### src/rtl/regfile_wb_scheduler_if.sv
`default_nettype none
// ============================================================================
// Module      : regfile_wb_scheduler_if
// Description : Bundles the issue, ALU/MEM writeback, register-file write and
//               status signals of the register-file writeback scheduler.
//               The master side is the pipeline (decode and result producers)
//               and the slave side is the scheduler.
// Signals     : issue_*    decode issue handshake and operand indices
//               alu_wb_*   ALU result writeback handshake
//               mem_wb_*   load result writeback handshake
//               rf_write_* register-file write port
//               pending_count, idle  scoreboard status
// Revision    : 1.0 - initial release
// ============================================================================
interface regfile_wb_scheduler_if #(
    parameter int XLEN = 64,
    parameter int RIDX = 5
);
    logic            issue_valid;
    logic            issue_ready;
    logic [RIDX-1:0] issue_rd;
    logic            issue_rd_en;
    logic [RIDX-1:0] issue_rs1;
    logic [RIDX-1:0] issue_rs2;

    logic            alu_wb_valid;
    logic            alu_wb_ready;
    logic [RIDX-1:0] alu_wb_rd;
    logic [XLEN-1:0] alu_wb_data;

    logic            mem_wb_valid;
    logic            mem_wb_ready;
    logic [RIDX-1:0] mem_wb_rd;
    logic [XLEN-1:0] mem_wb_data;

    logic            rf_write_enable;
    logic [RIDX-1:0] rf_write_register;
    logic [XLEN-1:0] rf_write_value;

    logic [RIDX:0]   pending_count;
    logic            idle;

    modport master (
        output issue_valid, issue_rd, issue_rd_en, issue_rs1, issue_rs2,
        input  issue_ready,
        output alu_wb_valid, alu_wb_rd, alu_wb_data,
        input  alu_wb_ready,
        output mem_wb_valid, mem_wb_rd, mem_wb_data,
        input  mem_wb_ready,
        input  rf_write_enable, rf_write_register, rf_write_value,
        input  pending_count, idle
    );

    modport slave (
        input  issue_valid, issue_rd, issue_rd_en, issue_rs1, issue_rs2,
        output issue_ready,
        input  alu_wb_valid, alu_wb_rd, alu_wb_data,
        output alu_wb_ready,
        input  mem_wb_valid, mem_wb_rd, mem_wb_data,
        output mem_wb_ready,
        output rf_write_enable, rf_write_register, rf_write_value,
        output pending_count, idle
    );
endinterface
`default_nettype wire

### src/rtl/regfile_wb_scheduler.sv
`default_nettype none
// ============================================================================
// Module      : regfile_wb_scheduler
// Description : Serialises ALU and load writebacks onto the single register
//               file write port with round-robin arbitration, and keeps a
//               per-register pending scoreboard that stalls issue on RAW and
//               WAW hazards.
// Ports       : clk     - clock
//               reset   - synchronous active-high reset
//               io_bus  - slave side of regfile_wb_scheduler_if (issue
//                         handshake, two writeback handshakes, register
//                         file write port, pending_count and idle status)
// Revision    : 1.0 - initial release
// ============================================================================
module regfile_wb_scheduler #(
    parameter int XLEN  = 64,
    parameter int NREGS = 32,
    parameter int RIDX  = 5
) (
    input  wire logic              clk,
    input  wire logic              reset,
    regfile_wb_scheduler_if.slave  io_bus
);

    // ------------------------------------------------------------------------
    // State
    // ------------------------------------------------------------------------
    logic [NREGS-1:0] r_pending;
    logic             r_last_mem;      // 1: MEM held the port last time
    logic             r_wen;
    logic [RIDX-1:0]  r_wreg;
    logic [XLEN-1:0]  r_wval;
    logic [RIDX:0]    r_pcount;

    // ------------------------------------------------------------------------
    // Round-robin grant. Both requesters are masked while reset is high so
    // nothing is accepted in the reset cycle.
    // ------------------------------------------------------------------------
    logic w_alu_gnt;
    logic w_mem_gnt;

    assign w_alu_gnt = !reset && io_bus.alu_wb_valid &&
                       (!io_bus.mem_wb_valid || r_last_mem);
    assign w_mem_gnt = !reset && io_bus.mem_wb_valid &&
                       (!io_bus.alu_wb_valid || !r_last_mem);

    assign io_bus.alu_wb_ready = w_alu_gnt;
    assign io_bus.mem_wb_ready = w_mem_gnt;

    // Selected writeback for the write-stage register
    logic [RIDX-1:0] w_sel_rd;
    logic [XLEN-1:0] w_sel_data;

    assign w_sel_rd   = w_alu_gnt ? io_bus.alu_wb_rd   : io_bus.mem_wb_rd;
    assign w_sel_data = w_alu_gnt ? io_bus.alu_wb_data : io_bus.mem_wb_data;

    // ------------------------------------------------------------------------
    // Issue hazard check. A source being written this cycle is not a hazard
    // because the register file forwards the write data. A WAW stall holds
    // even during the clearing write so the new set never collides with it.
    // ------------------------------------------------------------------------
    logic w_rs1_hit;
    logic w_rs2_hit;
    logic w_waw_hit;
    logic w_issue_ready;
    logic w_issue_fire;

    assign w_rs1_hit = r_pending[io_bus.issue_rs1] &&
                       !(r_wen && (r_wreg == io_bus.issue_rs1));
    assign w_rs2_hit = r_pending[io_bus.issue_rs2] &&
                       !(r_wen && (r_wreg == io_bus.issue_rs2));
    assign w_waw_hit = io_bus.issue_rd_en && (io_bus.issue_rd != '0) &&
                       r_pending[io_bus.issue_rd];

    assign w_issue_ready = !(w_rs1_hit || w_rs2_hit || w_waw_hit);
    assign w_issue_fire  = io_bus.issue_valid && w_issue_ready;

    assign io_bus.issue_ready = w_issue_ready;

    // ------------------------------------------------------------------------
    // Next scoreboard: clear first, then set, so a same-cycle set wins.
    // ------------------------------------------------------------------------
    logic [NREGS-1:0] w_pending_next;
    logic [RIDX:0]    w_count_next;

    always_comb begin
        w_pending_next = r_pending;
        if (r_wen) begin
            w_pending_next[r_wreg] = 1'b0;
        end
        if (w_issue_fire && io_bus.issue_rd_en && (io_bus.issue_rd != '0)) begin
            w_pending_next[io_bus.issue_rd] = 1'b1;
        end
        w_pending_next[0] = 1'b0;
    end

    always_comb begin
        w_count_next = '0;
        for (int i = 0; i < NREGS; i++) begin
            w_count_next = w_count_next + {{RIDX{1'b0}}, w_pending_next[i]};
        end
    end

    // ------------------------------------------------------------------------
    // Sequential state
    // ------------------------------------------------------------------------
    always_ff @(posedge clk) begin
        if (reset) begin
            r_pending  <= '0;
            r_last_mem <= 1'b1;
            r_wen      <= 1'b0;
            r_wreg     <= '0;
            r_wval     <= '0;
            r_pcount   <= '0;
        end else begin
            r_pending <= w_pending_next;
            r_pcount  <= w_count_next;

            if (w_alu_gnt) begin
                r_last_mem <= 1'b0;
            end else if (w_mem_gnt) begin
                r_last_mem <= 1'b1;
            end

            // x0 writes are consumed but never reach the register file;
            // index and value keep their previous contents in that case.
            if ((w_alu_gnt || w_mem_gnt) && (w_sel_rd != '0)) begin
                r_wen  <= 1'b1;
                r_wreg <= w_sel_rd;
                r_wval <= w_sel_data;
            end else begin
                r_wen  <= 1'b0;
            end
        end
    end

    // ------------------------------------------------------------------------
    // Outputs
    // ------------------------------------------------------------------------
    assign io_bus.rf_write_enable   = r_wen;
    assign io_bus.rf_write_register = r_wreg;
    assign io_bus.rf_write_value    = r_wval;
    assign io_bus.pending_count     = r_pcount;
    assign io_bus.idle              = (r_pending == '0) && !r_wen;

endmodule
`default_nettype wire

### src/flat_wrapper.sv
// flat-port wrapper written by rule: the top's interface ports become plain ports
module regfile_wb_scheduler_flat 
#(
    parameter int XLEN  = 64,
    parameter int NREGS = 32,
    parameter int RIDX  = 5
)
  (clk, reset, io_bus_issue_valid, io_bus_issue_rd, io_bus_issue_rd_en, io_bus_issue_rs1, io_bus_issue_rs2, io_bus_issue_ready, io_bus_alu_wb_valid, io_bus_alu_wb_rd, io_bus_alu_wb_data, io_bus_alu_wb_ready, io_bus_mem_wb_valid, io_bus_mem_wb_rd, io_bus_mem_wb_data, io_bus_mem_wb_ready, io_bus_rf_write_enable, io_bus_rf_write_register, io_bus_rf_write_value, io_bus_pending_count, io_bus_idle);
  regfile_wb_scheduler_if #(.XLEN(XLEN), .RIDX(RIDX)) io_bus_i ();
  input  wire logic clk;
  input  wire logic reset;
  input wire logic [$bits(io_bus_i.issue_valid)-1:0] io_bus_issue_valid;
  input wire logic [$bits(io_bus_i.issue_rd)-1:0] io_bus_issue_rd;
  input wire logic [$bits(io_bus_i.issue_rd_en)-1:0] io_bus_issue_rd_en;
  input wire logic [$bits(io_bus_i.issue_rs1)-1:0] io_bus_issue_rs1;
  input wire logic [$bits(io_bus_i.issue_rs2)-1:0] io_bus_issue_rs2;
  output wire logic [$bits(io_bus_i.issue_ready)-1:0] io_bus_issue_ready;
  input wire logic [$bits(io_bus_i.alu_wb_valid)-1:0] io_bus_alu_wb_valid;
  input wire logic [$bits(io_bus_i.alu_wb_rd)-1:0] io_bus_alu_wb_rd;
  input wire logic [$bits(io_bus_i.alu_wb_data)-1:0] io_bus_alu_wb_data;
  output wire logic [$bits(io_bus_i.alu_wb_ready)-1:0] io_bus_alu_wb_ready;
  input wire logic [$bits(io_bus_i.mem_wb_valid)-1:0] io_bus_mem_wb_valid;
  input wire logic [$bits(io_bus_i.mem_wb_rd)-1:0] io_bus_mem_wb_rd;
  input wire logic [$bits(io_bus_i.mem_wb_data)-1:0] io_bus_mem_wb_data;
  output wire logic [$bits(io_bus_i.mem_wb_ready)-1:0] io_bus_mem_wb_ready;
  output wire logic [$bits(io_bus_i.rf_write_enable)-1:0] io_bus_rf_write_enable;
  output wire logic [$bits(io_bus_i.rf_write_register)-1:0] io_bus_rf_write_register;
  output wire logic [$bits(io_bus_i.rf_write_value)-1:0] io_bus_rf_write_value;
  output wire logic [$bits(io_bus_i.pending_count)-1:0] io_bus_pending_count;
  output wire logic [$bits(io_bus_i.idle)-1:0] io_bus_idle;
  assign io_bus_i.issue_valid = io_bus_issue_valid;
  assign io_bus_i.issue_rd = io_bus_issue_rd;
  assign io_bus_i.issue_rd_en = io_bus_issue_rd_en;
  assign io_bus_i.issue_rs1 = io_bus_issue_rs1;
  assign io_bus_i.issue_rs2 = io_bus_issue_rs2;
  assign io_bus_issue_ready = io_bus_i.issue_ready;
  assign io_bus_i.alu_wb_valid = io_bus_alu_wb_valid;
  assign io_bus_i.alu_wb_rd = io_bus_alu_wb_rd;
  assign io_bus_i.alu_wb_data = io_bus_alu_wb_data;
  assign io_bus_alu_wb_ready = io_bus_i.alu_wb_ready;
  assign io_bus_i.mem_wb_valid = io_bus_mem_wb_valid;
  assign io_bus_i.mem_wb_rd = io_bus_mem_wb_rd;
  assign io_bus_i.mem_wb_data = io_bus_mem_wb_data;
  assign io_bus_mem_wb_ready = io_bus_i.mem_wb_ready;
  assign io_bus_rf_write_enable = io_bus_i.rf_write_enable;
  assign io_bus_rf_write_register = io_bus_i.rf_write_register;
  assign io_bus_rf_write_value = io_bus_i.rf_write_value;
  assign io_bus_pending_count = io_bus_i.pending_count;
  assign io_bus_idle = io_bus_i.idle;
  regfile_wb_scheduler #(.XLEN(XLEN), .NREGS(NREGS), .RIDX(RIDX)) u_core (.clk(clk), .reset(reset), .io_bus(io_bus_i));
endmodule
### config.mk
export PLATFORM = sky130hd
export DESIGN_NAME = regfile_wb_scheduler_flat
export DESIGN_NICKNAME = d
export VERILOG_FILES = /design/src/rtl/regfile_wb_scheduler_if.sv /design/src/rtl/regfile_wb_scheduler.sv /design/src/flat_wrapper.sv
export SDC_FILE = /design/constraint.sdc
export NUM_CORES = 1
export LEC_CHECK = 0
export CAP_MARGIN = 10
export CORE_AREA = 2 2 120 122
export CTS_CLUSTER_SIZE = 16
export DETAILED_ROUTE_END_ITERATION = 12
export DIE_AREA = 0 0 122 124
export GPL_TIMING_DRIVEN = 0
export PLACE_DENSITY = 0.85
export SLEW_MARGIN = 10
export SYNTH_ARGS = -nofsm -noshare
export SYNTH_HDL_FRONTEND = slang
export SYNTH_SLANG_ARGS = --single-unit
### constraint.sdc
create_clock -name clk -period 14.2 [get_ports clk]
set_clock_uncertainty 0.2 [all_clocks]
set_input_delay 4.26 -clock clk [delete_from_list [all_inputs] [get_ports clk]]
set_output_delay 4.26 -clock clk [all_outputs]
set_load 0.1 [all_outputs]
==> results of run 1 <==
[critical path: stages]
cell and delay [ns]:
sky130_fd_sc_hd__clkdlybuf4s50_1 0.51, sky130_fd_sc_hd__buf_2 0.26, sky130_fd_sc_hd__mux2_1 0.34, sky130_fd_sc_hd__a221o_1 0.30, sky130_fd_sc_hd__a311o_1 0.39, sky130_fd_sc_hd__o2111ai_4 0.18
sky130_fd_sc_hd__buf_2 0.31, sky130_fd_sc_hd__and3_1 0.18, sky130_fd_sc_hd__clkdlybuf4s50_1 1.13
[layout make-up]
type,instances,area (um2)
Buffer,65,271.5
Clock buffer,10,239.0
Fill cell,1096,4203
Multi-Input combinational cell,584,4119
Inverter,31,116.4
Timing Repair Buffer,232,2322
Sequential cell,108,2162
Clock inverter,6,61.31
Tap cell,180,225.2
[worst paths after layout]
kind / to / slack, ns / startpoint / cells after the start
setup reg to reg: u_core.io_bus.pending_count[4] / 6.72 / u_core.io_bus.rf_write_register[4] / 27
hold reg to reg: u_core.r_last_mem / 0.29 / u_core.r_last_mem / 2
hold / removal: u_core.r_last_mem / 0.29 / u_core.r_last_mem / 2
setup / recovery: io_bus_issue_ready / 1.88 / io_bus_issue_rs1[1] / 9
[state kept, by name, indices dropped and copies added, names as in the netlist]
| signal | flops |
|---|---|
| u_core.io_bus.rf_write_register | 5 |
| u_core.r_pending | 31 |
| u_core.r_last_mem | 1 |
| u_core.io_bus.rf_write_value | 64 |
| u_core.io_bus.pending_count | 6 |
| u_core.io_bus.rf_write_enable | 1 |
[cell usage after synthesis, drive strengths merged, types with 5 or more instances]
library cell  instances  area (um2)
nand2               155       581.8
dfxtp               108        2162
nor2                 94       352.8
a311oi               66       578.1
clkbuf               52       196.4
o21ai                44       227.7
inv                  31       116.4
fa                   23       460.4
a21oi                19       95.09
mux4                 18       420.4
o22ai                17       156.4
nand4b               16       155.2
mux2i                15       150.1
buf                  13       75.07
nand3b               12       90.09
nor4                 12       75.07
xor2                 11       96.34
ha                    9       112.6
nand2b                9       56.30
nand3                 7       40.04
o21a                  7       52.55
or2                   5       31.28
[routing by layer]
metal / GRT usage, % / part of all wire, %
met1: 40.08 / 39
met5: 0 / 0
met3: 9.753 / 9.6
met2: 51.71 / 48
met4: 12.43 / 3.4
[power by group]
group,switching (mW),internal (mW),total [mW]
clock,0.119,0.141,0.261
combinational,0.240,0.107,0.348
sequential,0.0126,0.323,0.336
total,0.372,0.572,0.944
[logic make-up after synthesis]
kind of cell	after synthesis	synth area share (%)
multiplexers	36	9.062
buffers and inverters	96	5.816
flip-flops	108	32.42
AND/OR/NAND/NOR	336	23.62
XOR/XNOR	13	1.707
adder cells (fa/ha/maj)	32	8.593
AO/OA/AOI/OAI	167	18.78
[per-stage QoR]
step                      cells  setup slack, ns  utilization, %  area [um2]
after floorplan             788            3.124               -        6669
after global placement     1200            1.901           67.18        9216
after detailed placement   1200            1.900           67.18        9216
after CTS                  1216            1.901           69.37        9517
after global routing       1216            1.775           69.37        9517
final                      1216            1.882           69.37        9517
==> run summary, run 1 <==
Run status - completed
Hold_ws - 0.2933 ns
Worst path arrival time - 7.86 ns
Mean Syn Cell Area - 8.463 um2
Post-detailed-route DRC marker count - 0
Antenna-violating nets left - 0
Clock slew seen by the registers of the worst setup and hold paths - 0.07 ns
Highest clock frequency the design can meet - 0.08118 GHz
Total Power - 0.9441 mW
Worst Setup End Kind - output pin
Top fanout value on the critical path - 10
Startpoint Class - primary input
Number of warning messages in the yosys log - 0
Peak VDD IR - 0.00009392 V
Post-CTS Setup Repair Bufs - 0
Root buf cell - sky130_fd_sc_hd__clkbuf_16
Site Rows - 43
Count of vias placed by the detailed router - 7113
Total global routing track utilization - 31.94%
Fraction of final layout cells with drive strength greater than 1 - 6.757%
Fin. Hold Viols - 0
Most common library cell in the layout ignoring fill and taps - sky130_fd_sc_hd__clkdlybuf4s50_1
Leading cell types in the layout, fill and taps excluded - 232 x sky130_fd_sc_hd__clkdlybuf4s50_1, 155 x sky130_fd_sc_hd__nand2_1, 108 x sky130_fd_sc_hd__dfxtp_1
Register area share after synthesis - 32.42%
Effective utilization at floorplan - 48.61%
Post-cts sizing count - 0
Number of iterations in the first detailed-routing pass - 8
Min Clock Period, post-route - 12.32 ns
First-pass GRT wire length - 37.01 mm
Relative max-transition margin - 28.09%
Routed via count divided by cell count - 5.850
Post-synthesis instance total - 788
FFs w/ async S/R, synth - 0%
Area overhead of the layout relative to synthesis - 42.70%
Die outline width - 122 um
Post-Syn Area - 6669 um2
Routed WL per cell - 19.92 um
Hold bufs inserted after CTS - 0
Type of the setup path with the least slack - in2out
Slew of the pin with the lowest slew margin - 1.075 ns
Ports - 239
Post-synth EDFFs - 0
CTS tree - built
Mapped Nets - 979
Type of the most critical hold path - reg2reg
Unrepaired setup endpoints after global routing - no
Via count of the first global-routing pass - 6976
Number of setup violations in the final report - 0
Total half-perimeter wirelength after legalization and detailed placement - 19.09 mm
TritonCTS Sinks - 108
Starting DRC count in detailed routing - 814
Maxcap violations - 0
Initial antenna violation count - 0
Number of buffers created by CTS - 9
Count of nets after finishing - 1222
Setup Total Neg Slack - 0 ns
Synth Register Bits - 108
Vert. Die Dim - 124 um
Clock latency of the later-clocked register in the worst-skew pair - 0.36 ns
Period Utilization, post-route - 86.75%
Most used flip-flop cell after synthesis - sky130_fd_sc_hd__dfxtp_1
Remaining Overflow, GRT - 0
Placeable core area - 13720 um2
GP Congestion - 0.9363
Buffers from clock root to sink, at most - 2
Final antenna diode count - 0
Full die area - 15130 um2
Total wirelength of the detailed-routed design - 24.22 mm
Port-buffer cells - 232
H-tree Lvls - 3
Synth unique cells - 58
Leakage - 3.698 nW
Number of slew-limit violations in the final report - 0
Required time of the critical path - 9.74 ns
P per Cell Area - 99.20 nW/um2
Pin count of the biggest net entering global routing - 18
Note: power is estimated with default switching activity, not from simulation.
==> inputs of run 2 (changes only) <==
CELL_PAD_IN_SITES_DETAIL_PLACEMENT = 0   (was default)
CELL_PAD_IN_SITES_GLOBAL_PLACEMENT = 1   (was default)
CORE_AREA = 2 2 140 142   (was 2 2 120 122)
DIE_AREA = 0 0 142 144   (was 0 0 122 124)
GPL_TIMING_DRIVEN = 1   (was 0)
PLACE_DENSITY = default   (was 0.85)
PLACE_DENSITY_LB_ADDON = 0.1   (was default)
==> run 2 against run 1 <==
Compared with the run above:
- register-to-register slack improved by 0.22 ns
- fmax fell by 0.92%
- clock power fell by 7%
- routed wire length fell by 5.1%
- first-iteration DRC count fell by 48%
- combinational power fell by 4%
- cell count rose by 0.16%
- sequential share of layout area rose by 0.32 points
- non-clock buffer count fell by 55
- sequential power barely moved
- setup slack got worse by 0.11 ns
- total power fell by 3.2%
- critical endpoint unchanged
==> run summary, run 2 (synthesis gave the netlist of run 1 again) <==
Via count of the first global-routing pass - 6390
Final antenna diode count - 0
Post-detailed-route DRC marker count - 0
Effective utilization at floorplan - 34.95%
Total global routing track utilization - 22.61%
Startpoint Class - primary input
GP Congestion - 0.8356
GR Layer Usage met2 - 36.10%
Maxcap violations - 0
Antenna-violating nets left - 0
Worst path arrival time - 7.97 ns
Starting DRC count in detailed routing - 424
Total wirelength of the detailed-routed design - 22.98 mm
Root buf cell - sky130_fd_sc_hd__clkbuf_16
Buffers from clock root to sink, at most - 2
Leakage - 3.616 nW
Area overhead of the layout relative to synthesis - 40.73%
Fin. Hold Viols - 0
Ports - 239
Chain of cells forming the critical path - clkdlybuf4s50_1, mux4_2, mux2i_1, o221ai_1, nand4_2, and3_1, clkdlybuf4s50_1
Pin count of the biggest net entering global routing - 101
Clock latency of the later-clocked register in the worst-skew pair - 0.35 ns
Min Clock Period, post-route - 12.43 ns
Vert. Die Dim - 144 um
Peak VDD IR - 0.00005667 V
Number of slew-limit violations in the final report - 0
Worst Slack Setup Final - 1.767 ns
GRT met1 Usage - 29.72%
Largest register FFs - 64
Post-CTS Setup Repair Bufs - 0
Remaining Overflow, GRT - 0
Routed WL per cell - 18.87 um
Site Rows - 51
Top fanout value on the critical path - 18
Filler cell count - 1863
Routed via count divided by cell count - 5.327
Highest clock frequency the design can meet - 0.08043 GHz
Slowest stage cell on the critical path - sky130_fd_sc_hd__clkdlybuf4s50_1
Worst Setup End Kind - output pin
Port-buffer cells - 238
Number of iterations in the first detailed-routing pass - 4
Count of nets after finishing - 1167
GRT Max-Usage Layer - met2
Number of setup violations in the final report - 0
Gate family responsible for the most delay along the worst path - buffers and inverters
Type of the setup path with the least slack - in2out
Leading cell types in the layout, fill and taps excluded - 237 x sky130_fd_sc_hd__clkdlybuf4s50_1, 154 x sky130_fd_sc_hd__nand2_1, 108 x sky130_fd_sc_hd__dfxtp_1
Hold bufs inserted after CTS - 0
Total Power - 0.9135 mW
Maximum single-stage delay on the critical path - 1.13 ns
Run status - completed
Fraction of final layout cells with drive strength greater than 1 - 6.633%
Final standard cell utilization of the core - 49.19%
First-pass GRT wire length - 36.11 mm
Count of buffering cells on the critical path with inverters included - 2
Period Utilization, post-route - 87.55%
Most common library cell in the layout ignoring fill and taps - sky130_fd_sc_hd__clkdlybuf4s50_1
Number of buffers created by CTS - 9
Met3 usage - 6.755%
Unrepaired setup endpoints after global routing - no
Total half-perimeter wirelength after legalization and detailed placement - 17.00 mm
Most Frequent Cell on Critical Path - sky130_fd_sc_hd__clkdlybuf4s50_1
Initial antenna violation count - 0
TritonCTS Sinks - 108
Type of the most critical hold path - reg2reg
Relative max-transition margin - 27.91%
Placeable core area - 19080 um2
Worst Setup Slack post-DPL - 1.782 ns
Die outline width - 142 um
Slew of the pin with the lowest slew margin - 1.078 ns
Required time of the critical path - 9.74 ns
Clock slew seen by the registers of the worst setup and hold paths - 0.07 ns
H-tree Lvls - 3
Count of vias placed by the detailed router - 6488
Setup Total Neg Slack - 0 ns
Full die area - 20450 um2
P per Cell Area - 97.33 nW/um2
CTS tree - built
Post-cts sizing count - 0
==> run 2: cell count changes in the layout (fill, tap and decap cells not counted), moves of 2 or more <==
| cell | previous run | this run |
|---|---|---|
| sky130_fd_sc_hd__clkbuf_1 | 51 | 0 |
| sky130_fd_sc_hd__buf_2 | 6 | 0 |
| sky130_fd_sc_hd__clkdlybuf4s50_1 | 232 | 237 |
| sky130_fd_sc_hd__buf_1 | 4 | 0 |
| sky130_fd_sc_hd__buf_4 | 1 | 5 |
| sky130_fd_sc_hd__buf_6 | 2 | 0 |
==> run 2: layer usage <==
layer	routed length (um)	vias to the layer above
met3	2003	28
li1	-	3180
met1	9735	3027
met2	10840	253
met5	0	-
met4	403	0
==> run 2: tightest hold or removal path: stages, from the launching register on <==
cell	delay, ns
sky130_fd_sc_hd__dfxtp_1	0.31
sky130_fd_sc_hd__nor2_1	0.09
sky130_fd_sc_hd__a311oi_1	0.05
==> run 2: worst paths after layout <==
| path | from | slack, ns | to | depth (start not counted) |
|---|---|---|---|---|
| max | io_bus_issue_rs2[0] | 1.77 | io_bus_issue_ready | 7 |
| min | u_core.io_bus.rf_write_value[55] | 0.30 | u_core.io_bus.rf_write_value[55] | 2 |
| max reg2reg | u_core.r_pending[18] | 6.94 | u_core.io_bus.pending_count[4] | 25 |
| min reg2reg | u_core.io_bus.rf_write_value[55] | 0.30 | u_core.io_bus.rf_write_value[55] | 2 |
==> run 2: stage by stage <==
stage	cells	hold slack [ns]	instance area, um2
final	1218	0.2965	9385
after global routing	1218	0.3157	9385
after CTS	1218	0.3000	9385
after detailed placement	1203	0.2913	9109
after global placement	1203	0.2810	9109
after floorplan	788	0.2611	6669
==> run 2: report_power, final <==
part	switching [mW]	total, mW	internal, mW
combinational	0.229	0.333	0.104
sequential	0.0146	0.337	0.323
clock	0.119	0.243	0.124
total	0.362	0.913	0.551
==> run 2: cell type report <==
type	count	area, um2	area share (%)
Sequential cell	108	2162	23.04
Tap cell	238	297.8	3.173
Timing Repair Buffer	242	2410	25.68
Clock inverter	5	37.54	0.3999
Multi-Input combinational cell	584	4121	43.91
Clock buffer	10	239.0	2.546
Inverter	31	117.6	1.253
==> inputs of run 3 (changes only) <==
CTS_CLUSTER_SIZE = default   (was 16)
GPL_TIMING_DRIVEN = 0   (was 1)
PLACE_DENSITY = 0.89   (was default)
PLACE_DENSITY_LB_ADDON = default   (was 0.1)
==> run 3 against run 2 <==
Compared with the run above:
- first-iteration DRC count rose by 23%
- core utilization up 1.1 points
- cell count rose by 4.6%
- clock power increased by 13%
- die area is the same
- critical endpoint unchanged
==> run summary, run 3 (synthesis gave the netlist of run 1 again) <==
Run status - completed
Pin count of the biggest net entering global routing - 21
Number of buffers created by CTS - 9
Number of slew-limit violations in the final report - 0
Initial antenna violation count - 1
Unrepaired setup endpoints after global routing - no
Starting DRC count in detailed routing - 522
P per Cell Area - 99.90 nW/um2
Number of setup violations in the final report - 0
Number of iterations in the first detailed-routing pass - 7
Post-detailed-route DRC marker count - 0
Port-buffer cells - 232
TritonCTS Sinks - 108
GP Congestion - 0.8943
Post-CTS Setup Repair Bufs - 0
Maxcap violations - 0
H-tree Lvls - 3
Cell Count Post-Placement - 1258
Filler cell count - 1813
Setup Total Neg Slack - 0 ns
Clock latency of the later-clocked register in the worst-skew pair - 0.37 ns
Remaining Overflow, GRT - 0
Die outline width - 142 um
CTS tree - built
Leading cell types in the layout, fill and taps excluded - 232 x sky130_fd_sc_hd__clkdlybuf4s50_1, 155 x sky130_fd_sc_hd__nand2_1, 108 x sky130_fd_sc_hd__dfxtp_1
Total wirelength of the detailed-routed design - 25.40 mm
Antenna-violating nets left - 0
Largest register FFs - 64
Buffers from clock root to sink, at most - 2
Required time of the critical path - 9.74 ns
Final standard cell utilization of the core - 50.31%
Count of non-filler cells in the finished layout - 1274
Effective utilization at floorplan - 34.95%
Period Utilization, post-route - 86.98%
Fin. Hold Viols - 0
Post-cts sizing count - 0
Final antenna diode count - 0
Most common library cell in the layout ignoring fill and taps - sky130_fd_sc_hd__clkdlybuf4s50_1
Total global routing track utilization - 24.28%
Count of vias placed by the detailed router - 7067
Worst path arrival time - 7.89 ns
Worst Setup End Kind - output pin
Top fanout value on the critical path - 10
Root buf cell - sky130_fd_sc_hd__clkbuf_16
Clock slew seen by the registers of the worst setup and hold paths - 0.08 ns
Placeable core area - 19080 um2
Hold_ws - 0.2982 ns
Total half-perimeter wirelength after legalization and detailed placement - 20.02 mm
Slew of the pin with the lowest slew margin - 1.080 ns
Peak VDD IR - 0.00006589 V
Area overhead of the layout relative to synthesis - 43.94%
Leakage - 3.703 nW
Routed WL per cell - 19.94 um
Type of the most critical hold path - reg2reg
Highest clock frequency the design can meet - 0.08096 GHz
First-pass GRT wire length - 38.14 mm
Count of nets after finishing - 1222
Relative max-transition margin - 27.77%
Ports - 239
Min Clock Period, post-route - 12.35 ns
Routed via count divided by cell count - 5.547
Site Rows - 51
Via count of the first global-routing pass - 6785
Hold bufs inserted after CTS - 0
Fraction of final layout cells with drive strength greater than 1 - 6.757%
Startpoint Class - primary input
Vert. Die Dim - 144 um
Type of the setup path with the least slack - in2out
Full die area - 20450 um2
[run 3: critical path, stage by stage]
cell	delay (ns)
sky130_fd_sc_hd__clkdlybuf4s50_1	0.52
sky130_fd_sc_hd__buf_2	0.27
sky130_fd_sc_hd__mux2_1	0.35
sky130_fd_sc_hd__a221o_1	0.29
sky130_fd_sc_hd__a311o_1	0.40
sky130_fd_sc_hd__o2111ai_4	0.18
sky130_fd_sc_hd__buf_2	0.29
sky130_fd_sc_hd__and3_1	0.19
sky130_fd_sc_hd__clkdlybuf4s50_1	1.13
[run 3: report_power, final]
part	total (mW)	internal [mW]	switching, mW
combinational	0.349	0.107	0.241
sequential	0.335	0.323	0.0123
clock	0.275	0.142	0.133
total	0.959	0.572	0.387
[run 3: path summary, 6_finish.rpt]
check | startpoint | to | slack, ns | cells after the start
min reg2reg | u_core.io_bus.rf_write_value[27] | u_core.io_bus.rf_write_value[27] | 0.30 | 2
max reg2reg | u_core.r_pending[18] | u_core.io_bus.pending_count[4] | 6.82 | 26
max | io_bus_issue_rs1[1] | io_bus_issue_ready | 1.85 | 9
min | u_core.io_bus.rf_write_value[27] | u_core.io_bus.rf_write_value[27] | 0.30 | 2
[run 3: area by class of cell]
cell class	instances	area, um2	area share [%]
plain buffers	65	271.5	2.828
flip-flops and latches	108	2162	22.52
repair buffers	232	2322	24.19
well taps	238	297.8	3.102
clock buffers	9	225.2	2.346
inverters	31	116.4	1.212
clock inverters	7	85.08	0.8863
multi-input cells	584	4119	42.91
[run 3: stage by stage]
step | power [mW] | worst slack [ns] | instance area (um2)
5_1_grt | 0.9906 | 1.742 | 9599
6_report | 0.9589 | 1.849 | 9599
3_5_place_dp | 0.6891 | 1.854 | 9289
3_3_place_gp | 0.6883 | 1.859 | 9289
4_1_cts | 0.9629 | 1.844 | 9599
2_1_floorplan | 0.5715 | 3.124 | 6669
[run 3: layer usage]
metal  vias up  share of wire (%)  GRT usage [%]  wire (um)
met1      3362                 41          32.16      10480
met4         2                2.8          8.947        702
met3        52                7.6          5.364       1937
met5         -              0.051              0         13
li1       3317                  -              -          -
met2       334                 48          39.03      12270
